--- src/rtl/i2c_tx_sched.sv ---
// i2c_tx_sched: two-requester round-robin scheduler driving an I2C byte transmitter.
// Optional ack watchdog (status 11) is built when I2C_TX_SCHED_TIMEOUT_EN is defined.

module i2c_tx_sched_lane (
  input  logic        gsel,
  input  logic        fsel,
  input  logic        pop_en,
  input  logic        done_en,
  input  logic [6:0]  addr,
  input  logic [2:0]  len,
  input  logic [7:0]  pdata,
  output logic [17:0] fields,
  output logic        pop,
  output logic        done
);
  // Unselected lanes contribute zero so the top can OR-reduce the fields.
  assign fields = fsel ? {addr, len, pdata} : 18'd0;
  assign pop    = gsel & pop_en;
  assign done   = gsel & done_en;
endmodule

module i2c_tx_sched #(
  parameter int unsigned TIMEOUT_CYCLES = 255
) (
  input  logic        clk,
  input  logic        rstn,
  input  logic [1:0]  req,
  input  logic [13:0] addr,
  input  logic [5:0]  len,
  input  logic [15:0] pdata,
  output logic [1:0]  pop,
  output logic [1:0]  gnt,
  output logic [1:0]  done,
  output logic [1:0]  status,
  output logic        busy,
  output logic        tx_n,
  output logic [7:0]  tx_data,
  input  logic        tx_ack_en_n,
  input  logic        tx_ack_n
);
  localparam int NUM_LANES = 2;

  localparam logic [1:0] S_IDLE = 2'd0;
  localparam logic [1:0] S_ADDR = 2'd1;
  localparam logic [1:0] S_DATA = 2'd2;
  localparam logic [1:0] S_DONE = 2'd3;

  typedef struct packed {
    logic [6:0] addr;
    logic [2:0] len;
    logic [7:0] data;
  } lane_req_t;

  logic [1:0]                  state;
  logic [3:0]                  remaining;
  logic                        prio;
  logic [NUM_LANES-1:0]        win;
  logic [NUM_LANES-1:0]        fsel;
  logic [NUM_LANES-1:0][17:0]  lane_fields;
  logic [17:0]                 fields_or;
  lane_req_t                   cur;
  logic                        xfer;
  logic                        ack_ok;
  logic                        pop_en;
  logic                        done_en;
  logic                        wd_expire;

  // prio names the requester that wins a tie.
  always_comb begin
    win = '0;
    if (req[0] && req[1]) win = prio ? 2'b10 : 2'b01;
    else if (req[0])      win = 2'b01;
    else if (req[1])      win = 2'b10;
  end

  assign fsel    = (state == S_IDLE) ? win : gnt;
  assign xfer    = (state == S_ADDR) || (state == S_DATA);
  assign ack_ok  = xfer && !tx_ack_en_n && !tx_ack_n;
  assign pop_en  = ack_ok && (remaining != 4'd0);
  assign done_en = (state == S_DONE);
  assign busy    = |gnt;

  for (genvar i = 0; i < NUM_LANES; i++) begin : g_lane
    i2c_tx_sched_lane u_lane (
      .gsel    (gnt[i]),
      .fsel    (fsel[i]),
      .pop_en  (pop_en),
      .done_en (done_en),
      .addr    (addr[7*i +: 7]),
      .len     (len[3*i +: 3]),
      .pdata   (pdata[8*i +: 8]),
      .fields  (lane_fields[i]),
      .pop     (pop[i]),
      .done    (done[i])
    );
  end

  always_comb begin
    fields_or = '0;
    for (int i = 0; i < NUM_LANES; i++) fields_or = fields_or | lane_fields[i];
  end
  assign cur = fields_or;

`ifdef I2C_TX_SCHED_TIMEOUT_EN
  logic [7:0] wd_cnt;

  assign wd_expire = xfer && tx_ack_en_n && (wd_cnt == 8'(TIMEOUT_CYCLES - 1));

  // Restarts at every byte start: entry into ADDR and every pop.
  always_ff @(posedge clk) begin
    if (!rstn || (state == S_IDLE) || pop_en) wd_cnt <= '0;
    else if (xfer && tx_ack_en_n)             wd_cnt <= wd_cnt + 8'd1;
  end
`else
  logic unused_timeout;

  assign wd_expire      = 1'b0;
  assign unused_timeout = (TIMEOUT_CYCLES != 0);
`endif

  always_ff @(posedge clk) begin
    if (!rstn) begin
      state     <= S_IDLE;
      gnt       <= '0;
      status    <= 2'b00;
      tx_n      <= 1'b1;
      tx_data   <= 8'hFF;
      remaining <= '0;
      prio      <= 1'b0;
    end else begin
      case (state)
        S_IDLE: begin
          if (|req) begin
            gnt       <= win;
            tx_n      <= 1'b0;
            tx_data   <= {cur.addr, 1'b0};
            remaining <= {1'b0, cur.len} + 4'd1;
            state     <= S_ADDR;
          end
        end
        S_ADDR, S_DATA: begin
          if (!tx_ack_en_n) begin
            if (tx_ack_n) begin
              status <= (state == S_ADDR) ? 2'b01 : 2'b10;
              tx_n   <= 1'b1;
              state  <= S_DONE;
            end else if (remaining != 4'd0) begin
              tx_data   <= cur.data;
              remaining <= remaining - 4'd1;
              state     <= S_DATA;
            end else begin
              status <= 2'b00;
              tx_n   <= 1'b1;
              state  <= S_DONE;
            end
          end else if (wd_expire) begin
            status <= 2'b11;
            tx_n   <= 1'b1;
            state  <= S_DONE;
          end
        end
        S_DONE: begin
          gnt   <= '0;
          prio  <= gnt[0];
          state <= S_IDLE;
        end
        default: state <= S_IDLE;
      endcase
    end
  end
endmodule

--- config.mk ---
export PLATFORM = sky130hd
export DESIGN_NAME = i2c_tx_sched
export DESIGN_NICKNAME = d
export VERILOG_FILES = /design/src/rtl/i2c_tx_sched.sv
export SDC_FILE = /design/constraint.sdc
export NUM_CORES = 1
export LEC_CHECK = 0
export ABC_AREA = 0
export CAP_MARGIN = 25
export CORE_UTILIZATION = 60
export CTS_CLUSTER_DIAMETER = 120
export CTS_CLUSTER_SIZE = 28
export DETAILED_ROUTE_END_ITERATION = 7
export DONT_BUFFER_PORTS = 1
export GPL_TIMING_DRIVEN = 0
export PLACE_DENSITY = 0.75
export SLEW_MARGIN = 20
export SYNTH_ARGS = -nofsm -noshare
export SYNTH_HDL_FRONTEND = slang
export SYNTH_HIERARCHICAL = 1
export SYNTH_SLANG_ARGS = --single-unit
--- constraint.sdc ---
create_clock -name clk -period 3.3 [get_ports clk]
set_input_delay 0.165 -clock clk [delete_from_list [all_inputs] [get_ports clk]]
set_output_delay 0.165 -clock clk [all_outputs]
set_load 0.05 [all_outputs]
After elaboration in Yosys (flattened, before gate mapping)
Index checks and enable logic that the tools add are counted.

Bits in registers: 20. Latch bits: 0. Bits in writable memories: 0. Memory bits (read-only): 0. Output and inout bits: 18. Word-level logic and storage cells: 75. Memories kept: 0.

$add $sub $neg: 2. Multipliers: 0. Div/mod/pow operators: 0. $lt $le $gt $ge: 0. Eq/ne operators: 9. Shift-type cells: 0. Mux-type cells: 32. Bitwise logic cells: 6. Reduce and logical (&&, ||, !) cells: 19.

Operators by type and width (number): $mux 18 (2); $mux 8 (4); $mux 2 (11); $or 18x18->18 (1); $mux 4 (4); $pmux 8 s2 (1); $ne 2x2->1 const B (4); $pmux 4 s2 (1); $mux 1 (6); $pmux 2 s3 (1); $reduce_or 2->1 (3); $reduce_and 5->1 (1); $add 3x1->4 const B (1); $and 1x1->1 (4); $eq 2x2->1 const B (2); $logic_and 1x1->1 (4); $pmux 2 s2 (1); $reduce_and 2->1 (2); $reduce_and 4->1 (1); $reduce_bool 2->1 (2); $reduce_bool 4->1 (1); $sub 4x1->4 const B (1); $ne 3x3->1 const B (1); $reduce_and 3->1 (1); other kinds (7) (8).

Longest topological paths before layout
Depth after elaboration: 10. Depth in mapped cells: 12. Mapped depth without buffers: 10.

Hierarchy
Netlist, hierarchy kept.

Modules (own cells, without submodules): i2c_tx_sched (instances 1, cells an instance 157, area an instance 1263.7 um2); i2c_tx_sched_lane (instances 2, cells an instance 21, area an instance 153.9 um2).

Least setup slack after synthesis
No wires, ideal clock.

Path kind: flip-flop to flip-flop. Start: register state[0]. End: register remaining[2]. Library setup time: 0.125 ns. Arrival time: 2.426 ns. Path slack: 0.749 ns. Stages on the path, launching flop included: 13. Clock period less this slack: 2.551 ns. Cell sequence: dfxtp_1 -> inv_1 -> ha_1 -> buf_6 -> o211ai_1 -> o21ai_0 -> buf_6 -> and2_2 -> or2_2 -> ha_1 -> or3_1 -> o2111ai_1 -> a31oi_1.

RTL lines: start: declaration (RTL line 54) `logic [1:0] state;`; start signal: assignment (RTL line 123) `state <= S_IDLE;`; start signal: assignment (RTL line 138) `state <= S_ADDR;`; start signal: assignment (RTL line 146) `state <= S_DONE;`; end signal: assignment (RTL line 137) `remaining <= {1'b0, cur.len} + 4'd1;`; end signal: assignment (RTL line 149) `remaining <= remaining - 4'd1;`; end: declaration (RTL line 55) `logic [3:0] remaining;`.

==> reports/metrics.csv <==
stage,metric,value,unit
synthesis,syn_nets,246,
timing,Max transition margin,35.6,%
final_layout,multi-input combinational cell area,1020,um^2
min_path,hold crit path type,in -> reg,
global_route,largest net degree at the start of global routing,13,
min_path,hold_sp,tx_ack_en_n,
critical_path,Reg-to-Reg End,remaining[2]$_SDFFE_PN0P_,
min_path,WHS Endpoint,state[0]$_SDFFE_PN0P_,
placed_design,hpwl dp,2.82,mm
timing,Fmax,352,MHz
critical_path,crit path launch type,flip-flop,
synthesis,Yosys Warn Count,6,
die,row cnt,18,
critical_path,CP Cell Sequence,inv_1 -> ha_1 -> buf_6 -> nand3_1 -> o21ai_0 -> buf_6 -> and2_2 -> or2_2 -> ha_1 -> or3_1 -> o2111ai_1 -> a31oi_1,
cts,TritonCTS Buffers,3,
synthesis,"Seq/Total Area, Yosys",25.5,%
synthesis,Yosys reg bits,20,
critical_path,WP buf/inv,3,
cts,clk slew on worst S/H paths,0.11,ns
synthesis,post-synthesis mux area share,0.637,%
synthesis,Synth Area in Compound Gates,21.1,%
detailed_routing,DRC viols,0,
synthesis,post-synthesis xor/xnor area fraction,0,%
final_layout,Sequential Area,400,um^2
synthesis,Post-synth EDFFs,0,
synthesis,largest family of logic cells by synthesized area,simple AND/OR/NAND/NOR gates,
global_route,total gr overflow,0,
synthesis,Synth Area in Simple Gates,39.3,%
power_and_ir_drop,Leak,0.683,nW
timing,Finish-stage setup viols,0,
critical_path,Critical Path Start,state[0]$_SDFFE_PN0P_,
synthesis,Synth area leaders,"dfxtp_1, and2_2, nand3_1",
placed_design,DP Area,1610,um^2
die,Core Region,2480,um^2
timing,Clock Skews,0.00266,ns
timing,RSZ-0062 raised after global routing,false,
cts,Sink Count,20,
final_layout,Nets,254,
cts,CTS tree,yes,
timing,pin slew with the least headroom to its limit,0.956,ns
final_layout,post-route cell area,1690,um^2
die,Initial Util,63.4,%
detailed_routing,First-pass DRT Iterations,4,
cts,clk_lat worst skew,0.30,ns
critical_path,reg2reg setup slack,0.46,ns
critical_path,CP max stage cell,dfxtp_1,
min_path,hold depth,2,
timing,final hold slack,0.0459,ns
critical_path,CP Class,reg -> reg,
synthesis,post-synth top area cell,dfxtp_1,
synthesis,Post-Syn Area,1570,um^2
final_layout,# fillers,216,
critical_path,crit path DAT,3.03,ns
global_route,initial antenna violation count,0,
synthesis,dominant synthesized flop cell,dfxtp_1,
outcome,outcome,completed,
final_layout,Area Overhead vs Synth,7.33,%
detailed_routing,1st-iter DRT viols,48,
die,IO Pins,60,
timing,final hold viol count,0,
cts,maximum buffer depth of the clock tree,2,
global_route,first-pass GRT wire length,5.54,mm
cts,Post-CTS Setup Inserts,0,
power_and_ir_drop,P per Cell Area,1040,nW/um^2
cts,Max H-tree Level,1,
critical_path,CP Max Fanout,10,
timing,"Slew Viols, Final",0,
final_layout,n_diodes,0,
detailed_routing,routed via count,1436,
timing,setup TNS,0,ns
critical_path,worst r2r src,state[0]$_SDFFE_PN0P_,
synthesis,Post-Syn Instances,199,
timing,Final min period,2.84,ns
synthesis,Yosys top cell area share,25.5,%
die,Die Area,2830,um^2
critical_path,Crit path required time,3.49,ns
global_route,Total GRT Usage,27.4,%
critical_path,crit-path leading delay family,simple AND/OR/NAND/NOR gates,
detailed_routing,drt via density,6.08,
power_and_ir_drop,peak supply drop,0.000697,V
synthesis,ys async rst share,0,%
flow_run,Max-Cap Viols,0,
detailed_routing,DRT antenna net count,0,
cts,root buf cell,clkbuf_4,
synthesis,adder-cell share of the synthesized area,3.98,%
die,DIE WIDTH,53.2,um
synthesis,count of unique library cells instantiated by Yosys,37,
final_layout,layout cells sized above 1,26.2,%
detailed_routing,final wirelength,3.57,mm
placed_design,port bufs,0,
final_layout,final core utilization,68.1,%
global_route,vias in the first global route,1323,
critical_path,crit-path max cell delay,0.42,ns
timing,final worst-path cycle share,86.2,%
critical_path,length in cells of the worst reg-to-reg path,12,
detailed_routing,wire per inst,15.1,um
placed_design,Final GP Congestion,0.865,
synthesis,syn_area_per_cell,7.90,um^2
die,Die Y,53.2,um
critical_path,CP Capture Type,flip-flop,
-- sequential cells by signal, indices dropped and copies added, names as in the netlist --
register	flops
remaining	4
tx_n	1
prio	1
status	2
tx_data	8
state	2
gnt	2
-- synth_stat cells (2+ instances only) --
| master | n |
|---|---|
| nor2b_1 | 2 |
| ha_1 | 5 |
| or2_2 | 3 |
| and2_1 | 13 |
| and2_2 | 28 |
| nor3_1 | 8 |
| nand2_1 | 6 |
| o2bb2ai_1 | 2 |
| a21oi_1 | 14 |
| or3_1 | 2 |
| buf_6 | 6 |
| nor3b_2 | 2 |
| o211ai_1 | 3 |
| dfxtp_1 | 20 |
| o2111ai_1 | 2 |
| nor2_1 | 14 |
| o21ai_1 | 10 |
| inv_1 | 10 |
| nand3_1 | 19 |
| clkbuf_8 | 3 |
| o21ai_0 | 8 |
| a31oi_1 | 4 |
-- layer usage --
layer	up-vias	share of wire (%)	track usage (%)
met5	-	0	0
met2	58	51	55.3
met3	7	6.3	3.74
met1	653	41	28.9
li1	718	-	-
met4	0	1.2	6.58
-- cell families (layout without fill, tap and decap cells) --
family                   after synthesis  count (layout)
AND/OR/NAND/NOR                      102             102
flip-flops                            20              20
buffers and inverters                 20              27
adder cells (fa/ha/maj)                5               5
multiplexers                           1               1
AO/OA/AOI/OAI                         51              51
-- final cells by class --
| cell class | count | area share, % |
|---|---|---|
| timing repair buffer | 3 | 1.48 |
| tap | 30 | 2.23 |
| buffer | 10 | 6.68 |
| sequential | 20 | 23.7 |
| inverter | 10 | 2.23 |
| clock buffer | 3 | 1.34 |
| multi-input combinational | 159 | 60.5 |
| clock inverter | 1 | 1.78 |
-- placed cells by master (no fill, tap or decap), drive strengths merged, types with 4 or more instances in the layout --
| cell | synthesis | routed |
|---|---|---|
| and2 | 41 | 41 |
| dfxtp | 20 | 20 |
| nand3 | 19 | 19 |
| o21ai | 19 | 19 |
| nor2 | 14 | 14 |
| a21oi | 14 | 14 |
| inv | 10 | 10 |
| nor3 | 8 | 8 |
| buf | 6 | 7 |
| clkbuf | 4 | 7 |
| nand2 | 6 | 6 |
| ha | 5 | 5 |
| a31oi | 4 | 4 |
-- what timing repair did --
action | 4_1_cts | 5_1_grt
endpoints found under the hold margin | 3 | 0
hold buffers | 2 | 0
resized for setup | 0 | 0
endpoints found under the setup margin | 0 | 0
-- metrics by stage --
stage	std cells	total power, mW	worst slack, ns
after CTS	235	1.77	0.317
after detailed placement	229	1.56	0.359
after global placement	229	1.53	0.416
after floorplan	199	1.38	0.749
after global routing	236	1.89	0.284
final	236	1.76	0.456
-- report_power, final --
group | switching, mW | internal [mW] | total (mW)
Combinational | 0.537 | 0.456 | 0.993
Clock | 0.0756 | 0.123 | 0.198
Sequential | 0.245 | 0.320 | 0.566
Total | 0.858 | 0.899 | 1.76
-- worst max path at each step --
stage | slack (ns) | depth (start not counted) | endpoint
2_1_floorplan | 0.75 | 12 | remaining[2]$_SDFFE_PN0P_
3_3_place_gp | 0.42 | 12 | remaining[2]$_SDFFE_PN0P_
3_5_place_dp | 0.36 | 12 | remaining[2]$_SDFFE_PN0P_
4_1_cts | 0.32 | 12 | remaining[2]$_SDFFE_PN0P_
5_1_grt | 0.28 | 12 | remaining[2]$_SDFFE_PN0P_
6_report | 0.46 | 12 | remaining[2]$_SDFFE_PN0P_
Note: power is estimated with default switching activity, not from simulation.
